### src/rtl/attention_fp_ctrl.sv
// ---------------------------------------------------------------------------
// attention_fp_ctrl
//   Sequencer for the MX floating-point attention datapath. Each pass is
//   started by i_start and runs in this order:
//     1. Q*K^T matmul (MM1) for a fixed settle latency.
//     2. Stream S_KV score columns into the row softmax units, with handshake.
//     3. Count and index the softmax results into the capture registers.
//     4. softmax*V matmul (MM2) for a fixed settle latency.
//     5. A one-cycle o_done pulse.
//   i_abort drops the pass and returns to IDLE from any busy state.
//
// Ports
//   i_clk, i_rst_n   clock (rising edge), asynchronous active-low reset
//   i_start          start a pass; only looked at in IDLE
//   i_abort          abandon the current pass
//   o_busy           high in every state except IDLE
//   o_mm1_en         MM1 operand/compute enable
//   o_col_idx        score column currently offered to softmax
//   o_sm_valid       softmax input valid
//   i_sm_ready       softmax input ready (AND over all rows)
//   i_sm_out_valid   softmax result valid (row 0; rows run in lockstep)
//   o_cap_en         write soft_res/soft_scale this cycle
//   o_cap_idx        soft_res column to write
//   o_scale_blk      soft_scale block to write (o_cap_idx >> log2(K))
//   o_mm2_en         MM2 operand/compute enable
//   o_done           one-cycle pulse, R_o/S_R_o valid
// ---------------------------------------------------------------------------
module attention_fp_ctrl #(
  parameter int S_KV    = 4,
  parameter int K       = 2,
  parameter int MM1_LAT = 3,
  parameter int MM2_LAT = 3
) (
  input  logic                    i_clk,
  input  logic                    i_rst_n,
  input  logic                    i_start,
  input  logic                    i_abort,
  output logic                    o_busy,
  output logic                    o_mm1_en,
  output logic [$clog2(S_KV)-1:0] o_col_idx,
  output logic                    o_sm_valid,
  input  logic                    i_sm_ready,
  input  logic                    i_sm_out_valid,
  output logic                    o_cap_en,
  output logic [$clog2(S_KV)-1:0] o_cap_idx,
  output logic [$clog2(S_KV)-1:0] o_scale_blk,
  output logic                    o_mm2_en,
  output logic                    o_done
);

  localparam int IDX_W   = $clog2(S_KV);
  localparam int BLK_SH  = $clog2(K);
  localparam int LAT_MAX = (MM1_LAT > MM2_LAT) ? MM1_LAT : MM2_LAT;
  localparam int LAT_W   = $clog2(LAT_MAX + 1);

  typedef enum logic [2:0] {
    IDLE  = 3'd0,
    MM1   = 3'd1,
    FEED  = 3'd2,
    DRAIN = 3'd3,
    MM2   = 3'd4,
    DONE  = 3'd5
  } state_e;

  state_e             state_q, state_d;
  logic [LAT_W-1:0]   lat_q, lat_d;
  logic [IDX_W-1:0]   col_q, col_d;
  // One bit wider than a column index so "all S_KV results captured" is
  // representable without wrapping back to column 0.
  logic [IDX_W:0]     out_q, out_d;
  logic               busy_q, mm1_q, smv_q, mm2_q, done_q;
  logic               cap_en;
  logic               in_xfer;

  // Next-state and counter logic. Input and output handshakes are handled
  // independently so a softmax result may be captured in the same cycle a
  // new column is accepted. Abort is applied last so it overrides everything.
  always_comb begin
    state_d = state_q;
    lat_d   = lat_q;
    col_d   = col_q;
    out_d   = out_q;
    cap_en  = 1'b0;
    in_xfer = (state_q == FEED) && i_sm_ready;

    // Results beyond the S_KV-th are dropped so the capture array is never
    // overwritten by a stray valid.
    if (((state_q == FEED) || (state_q == DRAIN)) && i_sm_out_valid &&
        (out_q < (IDX_W+1)'(S_KV))) begin
      cap_en = 1'b1;
      out_d  = out_q + (IDX_W+1)'(1);
    end

    unique case (state_q)
      IDLE: begin
        if (i_start) begin
          state_d = MM1;
          lat_d   = LAT_W'(MM1_LAT - 1);
        end
      end
      MM1: begin
        if (lat_q == '0) begin
          state_d = FEED;
          col_d   = '0;
          out_d   = '0;
        end else begin
          lat_d = lat_q - LAT_W'(1);
        end
      end
      FEED: begin
        if (in_xfer) begin
          if (col_q == IDX_W'(S_KV - 1)) begin
            state_d = DRAIN;
          end else begin
            col_d = col_q + IDX_W'(1);
          end
        end
      end
      DRAIN: begin
        // Leaves on the cycle the last result is captured, or straight away
        // if every result already arrived while still feeding.
        if (out_d == (IDX_W+1)'(S_KV)) begin
          state_d = MM2;
          lat_d   = LAT_W'(MM2_LAT - 1);
        end
      end
      MM2: begin
        if (lat_q == '0) begin
          state_d = DONE;
        end else begin
          lat_d = lat_q - LAT_W'(1);
        end
      end
      DONE: begin
        state_d = IDLE;
        col_d   = '0;
        out_d   = '0;
      end
      default: begin
        state_d = IDLE;
      end
    endcase

    if (i_abort && (state_q != IDLE)) begin
      state_d = IDLE;
      lat_d   = '0;
      col_d   = '0;
      out_d   = '0;
    end
  end

  // State, counters and the registered control outputs. The outputs are
  // decoded from the next state so they line up exactly with the state
  // register while still coming straight from flops.
  always_ff @(posedge i_clk or negedge i_rst_n) begin
    if (!i_rst_n) begin
      state_q <= IDLE;
      lat_q   <= '0;
      col_q   <= '0;
      out_q   <= '0;
      busy_q  <= 1'b0;
      mm1_q   <= 1'b0;
      smv_q   <= 1'b0;
      mm2_q   <= 1'b0;
      done_q  <= 1'b0;
    end else begin
      state_q <= state_d;
      lat_q   <= lat_d;
      col_q   <= col_d;
      out_q   <= out_d;
      busy_q  <= (state_d != IDLE);
      mm1_q   <= (state_d == MM1);
      smv_q   <= (state_d == FEED);
      mm2_q   <= (state_d == MM2);
      done_q  <= (state_d == DONE);
    end
  end

  assign o_busy      = busy_q;
  assign o_mm1_en    = mm1_q;
  assign o_sm_valid  = smv_q;
  assign o_mm2_en    = mm2_q;
  assign o_done      = done_q;
  assign o_col_idx   = col_q;
  assign o_cap_en    = cap_en;
  assign o_cap_idx   = out_q[IDX_W-1:0];
  assign o_scale_blk = out_q[IDX_W-1:0] >> BLK_SH;

endmodule

### config.mk
export PLATFORM = sky130hd
export DESIGN_NAME = attention_fp_ctrl
export DESIGN_NICKNAME = d
export VERILOG_FILES = /design/src/rtl/attention_fp_ctrl.sv
export SDC_FILE = /design/constraint.sdc
export NUM_CORES = 1
export LEC_CHECK = 0
export CAP_MARGIN = 5
export CORE_MARGIN = 5
export CORE_UTILIZATION = 43
export CTS_BUF_LIST = sky130_fd_sc_hd__clkbuf_16
export CTS_CLUSTER_SIZE = 20
export DETAILED_ROUTE_END_ITERATION = 10
export PLACE_DENSITY_LB_ADDON = 0.3
export REMOVE_ABC_BUFFERS = 1
export SYNTH_ARGS = -nofsm -noshare
export SYNTH_HDL_FRONTEND = slang
export SYNTH_SLANG_ARGS = --single-unit
export TNS_END_PERCENT = 100
### constraint.sdc
create_clock -name i_clk -period 2.35 [get_ports i_clk]
set_input_delay 0.47 -clock i_clk [delete_from_list [all_inputs] [get_ports i_clk]]
set_output_delay 0.47 -clock i_clk [all_outputs]
set_load 0.02 [all_outputs]
---- After elaboration in Yosys (flattened, before gate mapping) ----
Index checks and enable logic that the tools add are counted.
word-level totals
  bits in registers ....................... 15
  latch bits .............................. 0
  bits in writable memories ............... 0
  memory bits (read-only) ................. 0
  bits of input ports ..................... 6
  memories ................................ 0
cells by class
  $add $sub $neg .......................... 3
  multiply operators ...................... 0
  divide/modulo/power cells ............... 0
  magnitude comparators ................... 1
  equal/unequal tests ..................... 17
  shift-type cells ........................ 0
  mux-type cells .......................... 23
  bitwise logic cells ..................... 0
  reduce and logical (&&, ||, !) cells .... 14
operators with widths
  kind                                                                    count
  3-bit 2-to-1 mux                                                        10
  2-bit 2-to-1 mux                                                        8
  3-bit equality test (second input constant)                             5
  3-bit one-hot mux with 5 select lines                                   1
  2-bit one-hot mux with 3 select lines                                   2
  3-bit by 2-bit equality test with 1-bit output (second input constant)  3
  3-bit by 2-bit != test with 1-bit output (second input constant)        3
  4-bit AND reduction                                                     2
  4-bit nonzero test                                                      2
  3-bit by 1-bit equality test with 1-bit output (second input constant)  2
  3-bit != test (second input constant)                                   2
  3-bit one-hot mux with 2 select lines                                   1
  3-bit nonzero test                                                      2
  1-bit logical AND                                                       4
  3-bit by 1-bit adder with 3-bit output (second input constant)          1
  3-bit zero test                                                         1
  3-bit less-than comparator (second input constant)                      1
  3-bit by 1-bit != test with 1-bit output (second input constant)        1
  2-bit by 1-bit adder with 2-bit output (second input constant)          1
  2-bit equality test (second input constant)                             1
  2-bit zero test                                                         1
  2-bit OR reduction                                                      1
  2-bit by 1-bit subtractor with 2-bit output (second input constant)     1
  1-bit logical OR                                                        1
  1-bit 2-to-1 mux                                                        1

---- Logic depth before layout (Yosys ltp) ----
  depth after elaboration ................. 10
  depth in mapped cells ................... 7

---- Worst setup path before layout ----
No wires, ideal clock.
  path type ............................... flip-flop to flip-flop
  start ................................... register out_q[0]
  end ..................................... register lat_q[1]
  arrival ................................. 1595 ps
  slack ................................... 618 ps
  cell stages (with the launch flop) ...... 7
  cell sequence ........................... dfrtp_1 ha_1 nor2_1 a31oi_2 a211o_1 nor4b_1 a221oi_1
on the way
  word-level cells in the longest chain between the ends .. 6
  elaborated cells between the ends (all ways) .. 7
  those cells by class .................... 1 x add/sub; 1 x order compare; 2 x eq/ne; 1 x mux; 2 x reduce/logical
ends and longest elaborated chain
  element                                                      RTL line  source
  start: declaration                                           70        logic [IDX_W:0] out_q, out_d;
  start signal: assignment                                     170       out_q <= out_d;
  3-bit less-than comparator                                   89        (out_q < (IDX_W+1)'(S_KV))) begin
  1-bit logical AND                                            88        if (((state_q == FEED) || (state_q == DRAIN)) && i_sm_out_valid &&
  3-bit 2-to-1 mux *                                           88
  3-bit equality test *                                        122       if (out_d == (IDX_W+1)'(S_KV)) begin
  3-bit by 1-bit != test with 1-bit output (no source line) *  -
  4-bit AND reduction (no source line) *                       -
  end signal: assignment                                       168       lat_q <= lat_d;
  end: declaration                                             66        logic [LAT_W-1:0] lat_q, lat_d;
Every way passes the cells marked *; elsewhere a longest branch is shown, timed or not.
A chain may end at the register's enable or synchronous reset.

---- Worst setup path in the final report ----
  start ................................... input i_sm_out_valid
  end ..................................... output o_cap_en
on the way
  word-level cells in the longest chain between the ends .. 3
ends and longest elaborated chain
  element                         RTL line  source
  start: declaration              43        input logic i_sm_out_valid,
  1-bit logical AND (2 in a row)  88
  1-bit 2-to-1 mux                88
  end: declaration                44        output logic o_cap_en,
Every way passes these cells.

==> results.sh <==
export IMPL_fillers=198
export IMPL_post_route_cells_drive_above_1_share_pct=9.091
export IMPL_hp_class="reg -> reg"
export IMPL_drv_slew=0
export IMPL_die_w_um=57.09
export IMPL_worstReg2RegStart="lat_q[0]"
export IMPL_grt_pass1_wl_um=3401
export IMPL_ios=18
export IMPL_fin_area_mm2=0.001202
export IMPL_dr_wl_met2_um=1004
export IMPL_synth_edf_count=0
export IMPL_synthToLayoutAreaGrowth_pct=26.12
export IMPL_path_clk_slew_ns=0.05
export IMPL_crit_arrival_ns=1.77
export IMPL_run_status="finished, final reports clean"
export IMPL_min_period_over_period_pct=95.30
export IMPL_place_area_mm2=0.001120
export IMPL_worst_path_max_fanout=2
export IMPL_dr_total_vias=804
export IMPL_hpwl_um=1488
export IMPL_initial_core_util_pct=43.94
export IMPL_clockBufferDepth=2
export IMPL_grt_overflow_total=0
export IMPL_final_setup_tns_ns=0
export IMPL_crit_path_start_kind="input port"
export IMPL_rsz0062_at_grt="no"
export IMPL_wl_met1_um=936
export IMPL_whs_ns=0.5547
export IMPL_grt_use_total_pct=13.01
export IMPL_drc=0
export IMPL_dp_cells=145
export IMPL_cts_htree_levels=1
export IMPL_r2r_end="lat_q[1]"
export IMPL_multi_input_area_um2=503.0
export IMPL_fmax_mhz=446.5
export IMPL_post_cts_buffers=0
export IMPL_critPathRequiredTime_ns=1.88
export IMPL_max_cap_violations=0
export IMPL_clk_latency_ns=0.24
export IMPL_vias_per_cell=5.396
export IMPL_wirelength_um=2037
export IMPL_antenna_cells=0
export IMPL_dr_wl_met3_um=79
export IMPL_seqCellArea_um2=375.4
export IMPL_crit_start="i_sm_out_valid"
export IMPL_grt_pass1_vias=785
export IMPL_cp_endpoint="o_cap_en"
export IMPL_synth_cell_types=41
export IMPL_synth_seq_cells=15
export IMPL_ys_flop_type="dfrtp_1"
export IMPL_fp_row_count=17
export IMPL_cts_root_buf="clkbuf_16"
export IMPL_routed_top_layer="met4"
export IMPL_dieArea_mm2=0.003259
export IMPL_syn_inst=105
export IMPL_cts_buffers=3
export IMPL_worstSetupPathType="in -> out"
export IMPL_antenna_found_initial=0
export IMPL_drtIter0Drc=19
export IMPL_clock_sinks=15
export IMPL_gp_congestion=0.8336
export IMPL_worst_setup_path_end_kind="primary output"
export IMPL_antenna_left=0
export IMPL_fp_coreArea_mm2=0.002170
export IMPL_cellLeakagePower_nw=0.5315
export IMPL_period_needed_ns=2.240
export IMPL_worstRegToRegCells=7
export IMPL_p_per_area_mw_per_mm2=1225
export IMPL_skew_ns=0.003583
export IMPL_slew_headroom_pct=56.10
export IMPL_yosysWarnings=0
export IMPL_setup_viol=0
export IMPL_seq_area_frac_synth_pct=39.37
export IMPL_tightest_slew_ns=0.6565
export IMPL_finalHoldViolations=0
export IMPL_cts_hold_buffers=0
export IMPL_final_cell_count_no_fill=149
export IMPL_wl_per_cell_um=13.67
export IMPL_cts_tree="yes"
export IMPL_async_reset_ff_share_pct=100.0
export IMPL_avgSynthCellArea_um2=9.080
export IMPL_rrSetupSlack_ns=0.45
export IMPL_synth_area_um2=953.4
export IMPL_ir_drop_mv=0.7176
export IMPL_dieHeight_um=57.09
export IMPL_port_buffer_count=16
export IMPL_dr_pass1_iters=4
export IMPL_grt_max_degree=18
export IMPL_nets=131
export IMPL_layout_common_cells="nor2_1 (16), clkdlybuf4s50_1 (16), dfrtp_1 (15), a21oi_1 (6)"
## stage by stage
step	setup slack (ns)	total power [W]	utilization, %
2_1_floorplan	0.4328	0.0008972	-
3_3_place_gp	0.1487	0.001124	51.61
3_5_place_dp	0.1134	0.001144	51.61
4_1_cts	0.02080	0.001478	55.31
5_1_grt	0.03118	0.001581	55.42
6_report	0.1104	0.001473	55.42
## power breakdown
part	switching, W	internal [W]	leakage [nW]
combinational	0.000386	0.000350	0.292
sequential	0.0000776	0.000332	0.199
clock	0.000101	0.000227	0.0409
total	0.000564	0.000909	0.531
## worst min path at each step
stage          startpoint       end  slack (ns)  depth (start not counted)
2_1_floorplan     i_rst_n  lat_q[0]        0.17                          0
3_3_place_gp     lat_q[1]  lat_q[1]        0.54                          2
3_5_place_dp     out_q[2]  out_q[2]        0.55                          2
4_1_cts          lat_q[1]  lat_q[1]        0.56                          2
5_1_grt          out_q[2]  out_q[2]        0.59                          2
6_report         lat_q[1]  lat_q[1]        0.55                          2
## flip-flops by register name, indices dropped and copies added, names as in the netlist
name        count
out_q           3
state_q         3
lat_q           2
o_col_idx       2
o_busy          1
o_done          1
o_mm1_en        1
o_mm2_en        1
o_sm_valid      1
## kinds of logic (layout without fill, tap and decap cells)
logic type / Yosys count / after routing / synth area share, %
AND/OR/NAND/NOR: 46 / 46 / 26.25
XOR/XNOR: 2 / 2 / 1.838
AO/OA/AOI/OAI: 22 / 22 / 16.80
multiplexers: 2 / 2 / 2.100
other: 1 / 1 / 0.3933
adder cells (fa/ha/maj): 4 / 4 / 5.118
flip-flops: 15 / 15 / 39.37
buffers and inverters: 13 / 29 / 8.137
## final cells by class
cell class	instances	share of cell area (%)
multi-input combinational	77	41.83
sequential	15	31.22
timing repair buffer	20	15.82
clock buffer	3	6.244
tap	28	2.914
inverter	5	1.561
clock inverter	1	0.4162
## cell usage after synthesis (all sizes together), types with 2 or more instances
master  number  area share [%]
or2          3             2.0
xnor2        2             1.8
nand3        2             1.0
nand2b       4             2.6
nor2b        4             2.6
inv          5             2.0
mux2i        2             2.1
o21a         2             1.6
ha           3             3.9
dfrtp       15              39
nand2        5             2.0
a21oi        6             3.1
o21ai        2             1.0
buf          8             6.2
nor3b        4             3.1
nor2        16             6.3
## what timing repair did
| item | 4_1_cts | 5_1_grt |
|---|---|---|
| resized for setup | 0 | 1 |
| setup endpoints to repair | 0 | 1 |
| hold endpoints to repair | 0 | 0 |
## layer usage
layer | GRT usage [%] | vias up
met5 | 0 | -
li1 | - | 400
met1 | 17.02 | 381
met4 | 4.967 | 0
met2 | 21.53 | 21
met3 | 2.036 | 2
## critical path, cell delays in order
cell and delay [ns]:
clkdlybuf4s50_1 0.47, nand2_1 0.05, nor2_1 0.14, clkdlybuf4s50_1 0.63
(Power assumes the default switching activity.)
